<file path="src/rtl/newtag_arbiter_if.sv">
// Request/response bundle for newtag_arbiter.
// The master side owns the requester and response-consumer signals,
// the slave side is the arbiter itself.
interface newtag_arbiter_if #(
  parameter int NREQ = 4,
  parameter int CNTW = 16
);
  logic [NREQ-1:0]   req_valid;
  logic [8*NREQ-1:0] req_data;
  logic [NREQ-1:0]   req_ready;
  logic              rsp_valid;
  logic              rsp_ready;
  logic [2:0]        rsp_id;
  logic              rsp_tag;
  logic [CNTW-1:0]   hit_cnt;

  modport master (
    output req_valid, req_data, rsp_ready,
    input  req_ready, rsp_valid, rsp_id, rsp_tag, hit_cnt
  );

  modport slave (
    input  req_valid, req_data, rsp_ready,
    output req_ready, rsp_valid, rsp_id, rsp_tag, hit_cnt
  );
endinterface

</file>
<file path="src/rtl/newtag_arbiter.sv">
// newtag_arbiter: grants one of NREQ requesters, evaluates a tag function on
// the captured 8-bit vector and returns the result on a valid/ready response
// channel, counting (saturating) responses whose tag bit is 1.
// Optional feature: define NEWTAG_ROUND_ROBIN_EN for round-robin granting;
// otherwise the lowest-index valid requester wins.
module newtag_arbiter #(
  parameter int NREQ = 4,
  parameter int CNTW = 16
) (
  input logic             clk,
  input logic             rst_n,
  newtag_arbiter_if.slave bus
);

  typedef enum logic [1:0] {
    IDLE = 2'd0,
    EVAL = 2'd1,
    RESP = 2'd2
  } state_t;

  state_t          state;
  state_t          state_next;
  logic            grant_any;
  logic [2:0]      grant_idx;
  logic            accept;
  logic            deliver;
  logic [7:0]      sel_data;
  logic [7:0]      cap_data;
  logic            rsp_valid_q;
  logic            rsp_tag_q;
  logic [2:0]      rsp_id_q;
  logic [CNTW-1:0] hit_q;
  logic            n15;
  logic            n17;

`ifdef NEWTAG_ROUND_ROBIN_EN
  logic [2:0] rr_ptr;

  // Round-robin pick: scan starting one past the last granted index
  always_comb begin
    grant_any = 1'b0;
    grant_idx = 3'd0;
    for (int k = 1; k <= NREQ; k++) begin
      for (int j = 0; j < NREQ; j++) begin
        if (!grant_any && bus.req_valid[j] &&
            (j == ((int'(rr_ptr) + k) % NREQ))) begin
          grant_any = 1'b1;
          grant_idx = 3'(j);
        end
      end
    end
  end

  // Remember the most recent grant so the next search starts after it
  always_ff @(posedge clk or negedge rst_n) begin
    if (!rst_n) begin
      rr_ptr <= 3'(NREQ - 1);
    end else if (accept) begin
      rr_ptr <= grant_idx;
    end
  end
`else
  // Fixed priority pick: lowest-index valid requester wins
  always_comb begin
    grant_any = 1'b0;
    grant_idx = 3'd0;
    for (int j = 0; j < NREQ; j++) begin
      if (!grant_any && bus.req_valid[j]) begin
        grant_any = 1'b1;
        grant_idx = 3'(j);
      end
    end
  end
`endif

  // Select the tag vector of the granted requester
  always_comb begin
    sel_data = 8'd0;
    for (int j = 0; j < NREQ; j++) begin
      if (grant_idx == 3'(j)) begin
        sel_data = bus.req_data[8*j +: 8];
      end
    end
  end

  // FSM state register
  always_ff @(posedge clk or negedge rst_n) begin
    if (!rst_n) begin
      state <= IDLE;
    end else begin
      state <= state_next;
    end
  end

  // Next-state logic plus accept/deliver strobes
  always_comb begin
    state_next = state;
    accept     = 1'b0;
    deliver    = 1'b0;
    case (state)
      IDLE: begin
        if (grant_any) begin
          accept     = 1'b1;
          state_next = EVAL;
        end
      end
      EVAL: begin
        state_next = RESP;
      end
      RESP: begin
        if (bus.rsp_ready) begin
          deliver    = 1'b1;
          state_next = IDLE;
        end
      end
      default: begin
        state_next = IDLE;
      end
    endcase
  end

  // One-hot acceptance strobe, forced low while reset is held
  always_comb begin
    bus.req_ready = '0;
    for (int j = 0; j < NREQ; j++) begin
      bus.req_ready[j] = accept && rst_n && (grant_idx == 3'(j));
    end
  end

  // Capture the granted vector and index at acceptance
  always_ff @(posedge clk or negedge rst_n) begin
    if (!rst_n) begin
      cap_data <= 8'd0;
      rsp_id_q <= 3'd0;
    end else if (accept) begin
      cap_data <= sel_data;
      rsp_id_q <= grant_idx;
    end
  end

  assign n15 = cap_data[3] & ~(cap_data[4] & cap_data[5]) &
               ~((cap_data[4] | cap_data[5]) & cap_data[6] & cap_data[7]);
  assign n17 = ~cap_data[0] & cap_data[1] & ~cap_data[2];

  // Register the tag result in EVAL and hold rsp_valid until consumed
  always_ff @(posedge clk or negedge rst_n) begin
    if (!rst_n) begin
      rsp_tag_q   <= 1'b0;
      rsp_valid_q <= 1'b0;
    end else if (state == EVAL) begin
      rsp_tag_q   <= n15 | ~n17;
      rsp_valid_q <= 1'b1;
    end else if (deliver) begin
      rsp_valid_q <= 1'b0;
    end
  end

  // Count delivered hits, sticking at all-ones instead of wrapping
  always_ff @(posedge clk or negedge rst_n) begin
    if (!rst_n) begin
      hit_q <= '0;
    end else if (deliver && rsp_tag_q && (hit_q != {CNTW{1'b1}})) begin
      hit_q <= hit_q + CNTW'(1);
    end
  end

  assign bus.rsp_valid = rsp_valid_q;
  assign bus.rsp_id    = rsp_id_q;
  assign bus.rsp_tag   = rsp_tag_q;
  assign bus.hit_cnt   = hit_q;

endmodule

</file>
<file path="src/flat_wrapper.sv">
// flat-port wrapper written by rule: the top's interface ports become plain ports
module newtag_arbiter_flat 
#(
  parameter int NREQ = 4,
  parameter int CNTW = 16
)
  (clk, rst_n, bus_req_valid, bus_req_data, bus_rsp_ready, bus_req_ready, bus_rsp_valid, bus_rsp_id, bus_rsp_tag, bus_hit_cnt);
  newtag_arbiter_if #(.NREQ(NREQ), .CNTW(CNTW)) bus_i ();
  input logic clk;
  input logic rst_n;
  input wire logic [$bits(bus_i.req_valid)-1:0] bus_req_valid;
  input wire logic [$bits(bus_i.req_data)-1:0] bus_req_data;
  input wire logic [$bits(bus_i.rsp_ready)-1:0] bus_rsp_ready;
  output wire logic [$bits(bus_i.req_ready)-1:0] bus_req_ready;
  output wire logic [$bits(bus_i.rsp_valid)-1:0] bus_rsp_valid;
  output wire logic [$bits(bus_i.rsp_id)-1:0] bus_rsp_id;
  output wire logic [$bits(bus_i.rsp_tag)-1:0] bus_rsp_tag;
  output wire logic [$bits(bus_i.hit_cnt)-1:0] bus_hit_cnt;
  assign bus_i.req_valid = bus_req_valid;
  assign bus_i.req_data = bus_req_data;
  assign bus_i.rsp_ready = bus_rsp_ready;
  assign bus_req_ready = bus_i.req_ready;
  assign bus_rsp_valid = bus_i.rsp_valid;
  assign bus_rsp_id = bus_i.rsp_id;
  assign bus_rsp_tag = bus_i.rsp_tag;
  assign bus_hit_cnt = bus_i.hit_cnt;
  newtag_arbiter #(.NREQ(NREQ), .CNTW(CNTW)) u_core (.clk(clk), .rst_n(rst_n), .bus(bus_i));
endmodule
</file>
<file path="config.mk">
export PLATFORM = sky130hd
export DESIGN_NAME = newtag_arbiter_flat
export DESIGN_NICKNAME = d
export VERILOG_FILES = /design/src/rtl/newtag_arbiter_if.sv /design/src/rtl/newtag_arbiter.sv /design/src/flat_wrapper.sv
export SDC_FILE = /design/constraint.sdc
export NUM_CORES = 1
export LEC_CHECK = 0
export BUFFER_PORTS_ARGS = -buffer_cell sky130_fd_sc_hd__buf_2
export CAP_MARGIN = 30
export CORE_ASPECT_RATIO = 0.7
export CORE_MARGIN = 5
export CORE_UTILIZATION = 53
export DETAILED_ROUTE_END_ITERATION = 12
export PLACE_DENSITY = 0.85
export SLEW_MARGIN = 40
export SYNTH_ARGS = -nofsm -noshare
export SYNTH_HDL_FRONTEND = slang
export SYNTH_SLANG_ARGS = --single-unit
export TNS_END_PERCENT = 20
</file>
<file path="constraint.sdc">
create_clock -name clk -period 2.8 [get_ports clk]
set_input_delay 0.14 -clock clk [delete_from_list [all_inputs] [get_ports clk]]
set_output_delay 0.14 -clock clk [all_outputs]
set_load 0.02 [all_outputs]
</file>
==> results.txt, run 1 <==
- The initial antenna violation count was 0.
- In the final design database the tool counted 287 nets.
- Endpoint kind of the worst setup timing path: output pin
- By count the netlist is led by sky130_fd_sc_hd__dfrtp_1, sky130_fd_sc_hd__nand2_1, sky130_fd_sc_hd__nor2_1, sky130_fd_sc_hd__a21oi_1, sky130_fd_sc_hd__inv_1.
- Post-cts sizing count: 0
- Tcrit/Tclk final: 72.7%
* Finish-stage setup viols: 0
- Site row count: 17
- The die is between 70 and 80 um wide.
- DR vias/cell: ~5.7
- Critical path's largest stage delay: 0.50 ns
- The multi-input combinational cells in the finished layout cover a total of 866 um2.
* Half-perimeter wire length after placement: about 3200 um
* Std-Cell Core Area: approximately 3100 um2
- Detail Route Antenna Nets: 0
- Die height: roughly 57 um
- After the first detailed-routing iteration, the DRC count stood at 157.
- Effective utilization at floorplan: a little over half
- The first detailed-routing pass ran for 4 iterations.
- Total number of vias: between 1.5k and 2k
* Wire per inst: 14.5 um
* Predominant post-synthesis flop cell: sky130_fd_sc_hd__dfrtp_1
- Clock tree synthesis selected as its root buffer the cell sky130_fd_sc_hd__clkbuf_8.
- Clock tree from TritonCTS: done
* Skew final: approximately 0.0055 ns
- Measured slew at the worst slew-check pin: roughly 0.50 ns
- Counting the fill cells in the layout gives around 270.
- For this run the aggregate overflow at the end of global routing stands at 0.
* Synth Cell Area: 1710 um2
* Worst-path cell chain: a211o_1 > inv_1 > nand2_1 > nor3b_1 > buf_2
- I/O pin count: between 60 and 70
- Summed over all nets, the switching power comes to ~0.57 mW.
- The Yosys step of the flow raised 0 warnings.
- Max-cap violations in this run came to 0.
* Worst hold path type: primary input to flip-flop
- Net switching is 37.5% of the power.
- Summed over its instances, the top area cell type makes up 44.0% of the synthesized netlist area.
* Internal power consumption: around 0.95 mW
- First-pass GRT wire length: around 7000 um
* Unique cell type count in the Yosys netlist: 39
* Max VDD drop: 592 uV
- The worst setup path is launched from a flip-flop.
- Number of design rule violations left after detail routing: 0
- Wirelength, routed: between 4000 and 5000 um
- Counting the buffers created by CTS gives 5.
- The clock passes through at most 2 buffers.
- In this run the tightest slew margin relative to its limit is around two thirds.
- Counting flops with a built-in enable in the synthesized netlist gives 0.
* Number of antenna diodes: 0
* Fraction of the core area covered by cells at the end of the flow: 67.7%
- Number of H-tree levels: 2
* Total Neg Setup Slack: 0 ns
* Final Hold Violating Endpoints: 0
- Of the total power, registers draw 45.6%.
* Largest delay share family, worst path: compound AO/OA/AOI/OAI gates
- The number of pins exceeding their max-slew limit in the final report is 0.
* Area used by sequential logic in the layout: 751 um2
- Synthesis produced a netlist with a net count of approximately 230.
- Data on the critical path is required at its endpoint by roughly 2.7 ns.
- Placer's final routability congestion estimate: about 0.82
* Synth Instances: 185
- Clock latency on the worst-skew pair, taken at its later pin, is between 0.2 and 0.3 ns.
- Crit-path max FO: 19
* Cells taking the most area after synthesis: sky130_fd_sc_hd__dfrtp_1, sky130_fd_sc_hd__a211o_1, sky130_fd_sc_hd__xnor2_1
* Cell with the largest stage delay on the worst path: sky130_fd_sc_hd__a211o_1
* Max Freq: between 400 and 500 MHz
- Summed over all cells, the static leakage comes to 1.10 nW.
- At the placement stage, the worst setup path has a slack of 0.881 ns.
* Arrival time at the worst endpoint: around 1.9 ns
- In this run the tool buffered the top-level ports with 62 buffer cells.
- Share of synthesized area occupied by flip-flops and latches: a little over two fifths
* Fraction of final layout cells with drive strength greater than 1: 31.2%
* Clock group share of total power: between 20% and 30%
- Synth-to-Final Area Change: 24.0%
- After layout, the worst setup slack is roughly 0.76 ns.
- The critical path in this run is classified as flip-flop to output pin.
- Post-CTS clock slew at the launch and capture registers of the worst setup and hold paths: 0.06 ns
- Average footprint of a synthesized cell: approximately 9.2 um2
* Power Density: 715 nW/um2
- Bufs and invs on worst path: 2
- sky130_fd_sc_hd__dfrtp_1 takes more of the synthesized area than any other cell.
* Final critical-path required period: between 2 and 2.5 ns
* Die Footprint: about 4500 um2
- # clock sinks: 30
* Pin count of the biggest net entering global routing: 33
- Comb pwr share: 33.8%
* Most frequent cell after synthesis: sky130_fd_sc_hd__dfrtp_1
- Number of storage elements in the synthesis netlist: 30
* Gr usage total: between 10% and 20%
- The flow ran to the end, and the final reports show no timing, DRC or antenna violations.
- Proportion of synthesized flip-flops having asynchronous set or reset: 100%
* Setup repair after global routing missed its margin: false
* Number of global-route vias before repair: 1512
-- layer usage --
| layer | vias to the layer above | share of wire [%] | GRT usage, % |
|---|---|---|---|
| li1 | 787 | - | - |
| met1 | 782 | 44 | 28.3 |
| met2 | 61 | 47 | 29.0 |
| met3 | 7 | 7.2 | 5.05 |
| met4 | 0 | 1.4 | 8.09 |
| met5 | - | 0 | 0 |
-- final timing paths --
path / from / endpoint / slack [ns] / depth (start not counted)
max: u_core.state[0] / bus_req_ready[1] / 0.76 / 5
min: bus_req_data[28] / u_core.cap_data[4] / 0.16 / 3
max reg2reg: u_core.bus.hit_cnt[0] / u_core.bus.hit_cnt[9] / 1.05 / 5
min reg2reg: u_core.cap_data[1] / u_core.cap_data[1] / 0.49 / 2
max in group asynchronous: rst_n / u_core.bus.rsp_id[1] / 2.10 / 3
min in group asynchronous: rst_n / u_core.bus.hit_cnt[10] / 0.41 / 3
-- repair_timing --
item                                   4_1_cts  5_1_grt
setup endpoints to repair                    0        0
setup buffers                                0        0
endpoints found under the hold margin       30        0
hold buffers                                 1        0
-- cells by family after synthesis --
kind of cell,Yosys count,synth area share (%)
compound gates,44,17.9
xor+xnor,14,7.18
fa+ha+maj,1,0.732
buf+inv,21,5.35
flops,30,44.0
mux,1,0.659
other cells,1,0.220
simple gates,73,24.0
-- area by class of cell --
| class | count | share of cell area [%] |
|---|---|---|
| Multi-Input combinational cell | 134 | 40.9 |
| Tap cell | 38 | 2.25 |
| Clock buffer | 7 | 3.61 |
| Timing Repair Buffer | 65 | 15.8 |
| Sequential cell | 30 | 35.5 |
| Inverter | 11 | 1.95 |
-- power groups by stage --
stage / logic, mW / registers [mW] / clock network, mW
after detailed placement: 0.518 / 0.695 / 0
after floorplan: 0.314 / 0.729 / 0
after global placement: 0.497 / 0.691 / 0
after global routing: 0.571 / 0.717 / 0.345
final: 0.511 / 0.691 / 0.313
after CTS: 0.516 / 0.691 / 0.321
-- worst reg2reg max path, delay by kind of cell, from the launching register on --
kind	cells	cell delay, ns
simple gates	3	0.93
flops	1	0.42
xor+xnor	1	0.13
fa+ha+maj	1	0.19
-- sequential cells by signal (all words and copies together), names as in the netlist --
| name | flops |
|---|---|
| u_core.cap_data | 8 |
| u_core.bus.rsp_id | 2 |
| u_core.bus.rsp_tag | 1 |
| u_core.bus.rsp_valid | 1 |
| u_core.bus.hit_cnt | 16 |
| u_core.state | 2 |
-- cells in the final DEF (no fill, tap or decap), types with 2 or more instances in the layout --
cell type	Yosys	layout
sky130_fd_sc_hd__nor2b_1	2	2
sky130_fd_sc_hd__o21ai_0	2	2
sky130_fd_sc_hd__clkbuf_1	3	2
sky130_fd_sc_hd__buf_4	2	2
sky130_fd_sc_hd__nand4_1	6	6
sky130_fd_sc_hd__a21oi_1	13	13
sky130_fd_sc_hd__inv_1	11	11
sky130_fd_sc_hd__nor3_1	6	6
sky130_fd_sc_hd__nand2_1	17	17
sky130_fd_sc_hd__dfrtp_1	30	30
sky130_fd_sc_hd__a211o_1	9	9
sky130_fd_sc_hd__o31ai_1	8	8
sky130_fd_sc_hd__buf_2	4	62
sky130_fd_sc_hd__xnor2_1	9	9
sky130_fd_sc_hd__nor3b_1	3	3
sky130_fd_sc_hd__or2_2	2	2
sky130_fd_sc_hd__clkbuf_8	0	5
sky130_fd_sc_hd__nand4b_1	2	2
sky130_fd_sc_hd__a22oi_1	8	8
sky130_fd_sc_hd__nand3_1	5	5
sky130_fd_sc_hd__nor2_1	17	17
sky130_fd_sc_hd__xor2_1	5	5
sky130_fd_sc_hd__nand4_2	2	2
sky130_fd_sc_hd__and3_1	3	3
-- through the flow --
step	total power [mW]	area, um2	instances	hold slack (ns)
after floorplan	1.04	1710	185	-0.156
after global placement	1.19	2030	277	0.172
after detailed placement	1.21	2030	277	0.177
after CTS	1.53	2120	285	0.155
after global routing	1.63	2120	285	0.164
final	1.51	2120	285	0.156
No activity file was read; power rests on OpenSTA's default activity.
==> inputs of run 2 (changes only) <==
--- a/config.mk
+++ b/config.mk
@@ -9,9 +9,9 @@
 export CAP_MARGIN = 30
 export CORE_ASPECT_RATIO = 0.7
 export CORE_MARGIN = 5
-export CORE_UTILIZATION = 53
+export CORE_UTILIZATION = 49
 export DETAILED_ROUTE_END_ITERATION = 12
-export PLACE_DENSITY = 0.85
+export PLACE_DENSITY = 0.8
 export SLEW_MARGIN = 40
 export SYNTH_ARGS = -nofsm -noshare
 export SYNTH_HDL_FRONTEND = slang
==> constraint.sdc (replaced) <==
create_clock -name clk -period 2 [get_ports clk]
set_input_delay 0.1 -clock clk [delete_from_list [all_inputs] [get_ports clk]]
set_output_delay 0.1 -clock clk [all_outputs]
set_load 0.02 [all_outputs]
==> run 2 against run 1 <==
  * Largest power group unchanged
  * Critical path type is now flip-flop to flip-flop
  * Clock-buffer cell count decreased by 2
  * Cell count increased by 3.9%
  * First-iteration DRC count decreased by 15%
  * Combinational power increased by 45%
  * Die area increased by 6.9%
  * Sequential cell count unchanged
  * Power increased by 42%
  * Highest routed layer unchanged
  * Global-route usage decreased by 0.65 points
  * Routed wire length increased by 2.6%
  * Sequential share of layout area decreased by 0.48 points
==> results.txt, run 2 (synthesis results as in run 1) <==
* Cell area reported after detailed placement: around 2100 um2
- The path class of the tightest hold or removal check is primary input to flip-flop.
- Post-Layout Cell Count: around 300
* Run status: completed
- Overall power consumption after layout is estimated at 2.15 mW.
- Setup repair after global routing left no endpoint under its margin.
- HP Start: bus_req_data[28]
- The clock arrives with approximately 0.0043 ns of skew.
* Clock Tree Buf Depth: 2
* Number of cells on the worst reg-to-reg path: 5
- At the worst endpoint, the arrival time is slightly below 2 ns.
- The first detailed-routing pass took 4 iterations.
- Finish-stage setup viols: 0
* Power Density: 1000 nW/um2
- STA classifies the critical path endpoint as a flip-flop.
- Hold is met by between 0.1 and 0.15 ns.
- Worst setup slack after layout: 0.238 ns
* Clock tree from TritonCTS: done
- The routed design has 4230 um of wire.
* Detail Route Antenna Nets: 0
- Number of global-route vias before repair: between 1k and 1.5k
- The worst register-to-register path ends at u_core.bus.hit_cnt[9].
* Width of the chip: slightly above 80 um
- The wire-length estimate of the detail-placed layout is 3370 um.
* Initial antenna violation count: 0
- Timing would allow up to about 570 MHz.
* First-pass GRT wire length: 7040 um
- Worst-path cell chain: ha_1 > nand3_1 > or4_4 > nand4_1 > xnor2_1
- Count of nets after finishing: roughly 290
- Internal power consumption: 1.33 mW
- Across every metal layer, demand over resource in global routing totals a little under 20%.
* Fraction of the core area covered by cells at the end of the flow: approximately 66%
- Instance count after placement with tap cells included: 288
- Placer's final routability congestion estimate: between 0.8 and 0.9
- In the final routed layout, each cell accounts on average for ~14 um.
- After routing the design area is roughly 2100 um2.
- In the routed design, unresolved DRC markers number 0.
- The number of hold violations in the final report was 0.
- The number of pins exceeding their max-slew limit in the final report is 0.
- Crit-path max FO: 5
* Number of cells on the worst hold path: 3
- Pin count of the biggest net entering global routing: 31
- Critical path's largest stage delay: between 0.5 and 0.6 ns
* I/O pin count: 64
- Switching portion of total power: 37.8%
- Clock group share of total power: 20.8%
- Static power due to leakage: between 1 and 1.5 nW
- Startpoint of the most critical register-to-register path: u_core.bus.hit_cnt[0]
- The repair_antennas step left the layout with diodes totalling 0.
- From bottom edge to top edge, the die measures 59.4 um.
- Number of CTS-inserted buffers: 5
* DP Worst Slack: approximately 0.24 ns
- The analysis attributes to net switching a power of around 0.81 mW.
- Per report_power, the combinational group accounts for about a third of the total.
- Data required, critical path: approximately 2.2 ns
* Total Neg Setup Slack: 0 ns
- Clock tree synthesis found a total of 30 sinks.
- In this run the worst setup path begins at u_core.bus.hit_cnt[0].
* Max VDD drop: approximately 660 uV
* Final critical-path required period: between 1.5 and 2 ns
- Effective utilization at floorplan: between 50% and 60%
- Clock latency reported for the late side of the worst-skew pair: 0.28 ns
* Overflow left after global routing: 0
* CTS Root Cell: sky130_fd_sc_hd__clkbuf_8
- Detailed routing inserted a total of roughly 1.6k vias.
- Number of buffer cells added on primary ports: 62
* Max capacitance violation total: 0
- DR vias/cell: 5.38
- Slack of the worst reg-to-reg path: about 0.24 ns
- Highest-count cells in the layout ignoring fill and taps: sky130_fd_sc_hd__buf_2, sky130_fd_sc_hd__dfrtp_1, sky130_fd_sc_hd__nor2_1, sky130_fd_sc_hd__nand2_1, sky130_fd_sc_hd__a21oi_1
- The register with the most flip-flops in the layout has 16 of them.
- The first routing iteration left 133 violations.
- The worst hold path terminates at u_core.cap_data[4].
- In the finished design, the share of the clock period the worst path needs comes to 88.1%.
- Buffer count from post-CTS setup fixing: 0
- Fraction of final layout cells with drive strength greater than 1: approximately a third
- Clock-pin slew was measured on the worst setup and hold paths at ~0.06 ns.
- The floorplan step defined a die boundary enclosing 4790 um2.
- Site row count: 17
- Number of H-tree levels: 2
- Leaving out fill and tap cells, the most frequent cell in the layout is sky130_fd_sc_hd__buf_2.
* Critical path type: flip-flop to flip-flop
* Cell with the largest stage delay on the worst path: sky130_fd_sc_hd__or4_4
* Synth-to-Final Area Change: 25.6%
- In this run, flip-flops and latches consume 44.7% of the power.
* CP Launch Type: flip-flop
- The total area inside the core boundary comes to 3250 um2.
[run 2: layout make-up]
cell class | count | area (um2)
Multi-Input combinational cell | 134 | 866
Clock buffer | 5 | 68.8
Fill cell | 289 | 1110
Clock inverter | 2 | 10.0
Tap cell | 47 | 58.8
Sequential cell | 30 | 751
Inverter | 11 | 41.3
Timing Repair Buffer | 67 | 350
[run 2: metal layers]
layer / part of all wire, % / vias to the layer above / GRT usage [%] / wire length [um]
li1: - / 797 / - / -
met1: 50 / 747 / 28.3 / 2130
met2: 42 / 44 / 27.4 / 1790
met3: 6.9 / 4 / 7.45 / 291
met4: 0.54 / 0 / 2.89 / 23
met5: 0 / - / 0 / 0
[run 2: power by group through the flow]
| stage | sequential [mW] | combinational [mW] | clock (mW) |
|---|---|---|---|
| floorplan | 1.02 | 0.440 | 0 |
| global placement | 0.959 | 0.726 | 0 |
| detailed placement | 0.969 | 0.737 | 0 |
| CTS | 0.958 | 0.745 | 0.456 |
| global route | 0.991 | 0.823 | 0.493 |
| finish | 0.959 | 0.742 | 0.446 |
[run 2: worst max-delay path by stage]
stage | endpoint | slack, ns | cells after the start
floorplan | u_core.bus.hit_cnt[9] | 0.26 | 5
global placement | u_core.bus.hit_cnt[9] | 0.35 | 5
detailed placement | u_core.bus.hit_cnt[9] | 0.24 | 5
CTS | u_core.bus.hit_cnt[9] | 0.23 | 5
global route | u_core.bus.hit_cnt[10] | 0.07 | 5
finish | u_core.bus.hit_cnt[9] | 0.24 | 5
[run 2: critical path, delay by kind of cell (launching register included)]
family        cells  cell delay (ns)
fa+ha+maj         1             0.19
xor+xnor          1             0.13
simple gates      3             0.92
flops             1             0.42
[run 2: repair_timing]
item | 4_1_cts | 5_1_grt
endpoints found under the hold margin | 30 | 0
gates resized for setup | 0 | 0
endpoints found under the setup margin | 0 | 0
hold buffers | 1 | 0
==> inputs of run 3 (changes only) <==
==> constraint.sdc (replaced) <==
create_clock -name clk -period 2 [get_ports clk]
set_input_delay 0.4 -clock clk [delete_from_list [all_inputs] [get_ports clk]]
set_output_delay 0.4 -clock clk [all_outputs]
set_load 0.02 [all_outputs]
==> run 3 against run 2 <==
  * Power grew 2.5%
  * Routed wire length fell by 5.7%
  * Worst hold slack improved by 0.048 ns
  * Sequential power barely moved
  * Non-clock buffer count increased by 6
  * Combinational power rose by 5.4%
  * Sequential cell count is the same
  * Register-to-register slack about the same
  * Die area stayed put
  * Critical path type is now flip-flop to output pin
  * Critical endpoint is now bus_req_ready[1]
  * Largest power group unchanged
==> results.txt, run 3 (synthesis results as in run 1) <==
- Detail Route Antenna Nets: 0
- Worst-path cell chain: a211o_1 > inv_1 > nand2_1 > nor3b_2 > buf_4
* Setup repair after global routing missed its margin: false
- The number of hold violations in the final report came to 0.
- Die Footprint: 4790 um2
* Critical path's largest stage delay: 0.46 ns
- Registers take roughly 750 um2.
* Number of flip-flops under the largest register name: 16
- IR analysis of the VDD net gives a maximum drop of 695 uV.
* Clock latency reported for the late side of the worst-skew pair: 0.27 ns
* Pin count of the biggest net entering global routing: 31
* Comb pwr share: a little over a third
- Sequential group share of total power: about 43%
- After floorplanning, the core was sized to cover about 3300 um2.
- For this block, the routed nets add up to around 4000 um of wire.
- Across the routed clock network, the largest skew measured is roughly 0.0074 ns.
* Critical path type: flip-flop to output pin
- In this run, post-CTS hold repair placed 0 buffers.
- The tightest min-delay check is of the primary input to asynchronous set/reset pin type.
- TritonCTS built the clock tree.
* Number of iterations in the first detailed-routing pass: 4
* Clock Tree Buf Depth: 2
* Post-Layout Cell Count: 301
* Cell with the largest stage delay on the worst path: sky130_fd_sc_hd__dfrtp_2
* I/O pin count: between 60 and 70
- Number of H-tree levels: 2
- Multi-input gate area: 871 um2
* Tcrit/Tclk final: a little over nine tenths
- Clock-pin slew was measured on the worst setup and hold paths at 0.06 ns.
* # clock sinks: 30
- The floorplan has 17 rows.
- Static power due to leakage: between 1 and 1.5 nW
- Timing analysis after detailed placement gives a worst setup slack of approximately 0.24 ns.
- Dividing the detail-routed wire length by the instance count gives 13.3 um.
* Width of the chip: between 80 and 90 um
- Gr usage total: 17.8%
- The library cells used most frequently in the layout, excluding fill and tap cells, are sky130_fd_sc_hd__buf_2, sky130_fd_sc_hd__dfrtp_1, sky130_fd_sc_hd__nor2_1, sky130_fd_sc_hd__nand2_1, sky130_fd_sc_hd__a21oi_1.
- Synth-to-Final Area Change: 28.9%
- Internal power comes to between 1 and 1.5 mW.
* Overflow left after global routing: 0
- The clock network burns approximately a fifth of the power.
- After routing, the total negative slack on setup checks comes to 0 ns.
- The number of pins exceeding their max-slew limit in the final report was 0.
- Setup violations remaining at the end of the flow were counted as 0.
- CTS Root Cell: sky130_fd_sc_hd__clkbuf_8
- Power Density: 999 nW/um2
* Arrival time at the worst endpoint: approximately 1.5 ns
- For this run, design rule violations remaining after detail routing come to 0.
* Initial antenna violation count: 0
- Effective utilization at floorplan: between 50% and 60%
- 0 antenna diodes ended up in the layout.
- Crit-path max FO: 9
- Total number of vias: about 1.6k
- For the finished layout, the period the worst path requires is approximately 1.9 ns.
- After layout, the worst setup slack is 0.0897 ns.
* Number of CTS-inserted buffers: 5
- Leaving out fill and tap cells, the most frequent cell in the layout is sky130_fd_sc_hd__buf_2.
- The post-route netlist has 35.4% of its cells at a drive strength greater than 1.
* Max capacitance violation total: 0
- Die height: a little under 60 um
- Detailed placement ended at an HPWL of ~3100 um.
- Static timing analysis puts the maximum clock frequency at roughly 520 MHz.
* Run status: completed
* Instance count after placement with tap cells included: around 290
* Number of global-route vias before repair: around 1.4k
* Endpoint kind of the worst setup timing path: output pin
* Filler Cell Count: about 280
- CP Launch Type: flip-flop
- For the worst setup path, the data required time is approximately 1.6 ns.
- After the first detailed-routing iteration, the DRC count stood at 94.
- For this design the total switching power over the nets is between 0.7 and 0.8 mW.
- Of the total power, the share spent switching nets is between 30% and 40%.
- In the routed layout, each cell is associated on average with a via count of around 5.2.
- Routability-driven placement finished with a final weighted congestion of ~0.84.
- Number of buffer cells added on primary ports: 62
- Count of nets after finishing: a little under 300
* First-pass GRT wire length: 6620 um
## run 3: final timing paths
check | slack (ns) | depth (start not counted) | startpoint | to
min reg2reg | 0.48 | 2 | u_core.cap_data[2] | u_core.cap_data[2]
min | 0.16 | 2 | rst_n | u_core.bus.hit_cnt[0]
max reg2reg | 0.24 | 5 | u_core.bus.hit_cnt[0] | u_core.bus.hit_cnt[10]
max in group asynchronous | 1.55 | 2 | rst_n | u_core.state[1]
min in group clk | 0.42 | 3 | bus_req_data[26] | u_core.cap_data[2]
max | 0.09 | 5 | u_core.state[1] | bus_req_ready[1]
## run 3: area by class of cell
cell class	instances	area share, %
Timing Repair Buffer	73	18.0
Clock buffer	6	3.75
Sequential cell	30	34.2
Tap cell	47	2.67
Inverter	11	1.88
Multi-Input combinational cell	134	39.5
## run 3: metrics by stage
step                      total power, mW  utilization [%]  hold slack [ns]  instance area (um2)
final                                2.20             67.7            0.162                 2200
after CTS                            2.18             67.1            0.169                 2180
after global routing                 2.36             67.7            0.199                 2200
after global placement               1.70             64.5            0.465                 2100
after floorplan                      1.46                -            0.104                 1710
after detailed placement             1.71             64.5            0.463                 2100
## run 3: what timing repair did
action / in CTS / in global routing
gates resized for setup: 0 / 3
setup buffers: 0 / 2
setup endpoints to repair: 0 / 3
## run 3: power groups by stage
| stage | Sequential [mW] | Clock [mW] | Combinational (mW) |
|---|---|---|---|
| 4_1_cts | 0.960 | 0.477 | 0.747 |
| 3_5_place_dp | 0.969 | 0 | 0.740 |
| 2_1_floorplan | 1.02 | 0 | 0.442 |
| 5_1_grt | 0.983 | 0.502 | 0.879 |
| 6_report | 0.956 | 0.463 | 0.782 |
| 3_3_place_gp | 0.964 | 0 | 0.734 |
## run 3: routing by layer
metal / GRT usage (%) / vias to the layer above / wire length (um)
li1: - / 800 / -
met1: 26.6 / 744 / 2060
met2: 25.2 / 31 / 1710
met3: 5.47 / 4 / 197
met4: 3.37 / 0 / 21
met5: 0 / - / 0
## run 3: worst max-delay path: cells and delay by family (launching register included)
family / cells / cell delay (ns)
AOI/OAI and AO/OA: 1 / 0.26
buffers and inverters: 2 / 0.25
DFF: 1 / 0.46
and+or+nand+nor: 2 / 0.27
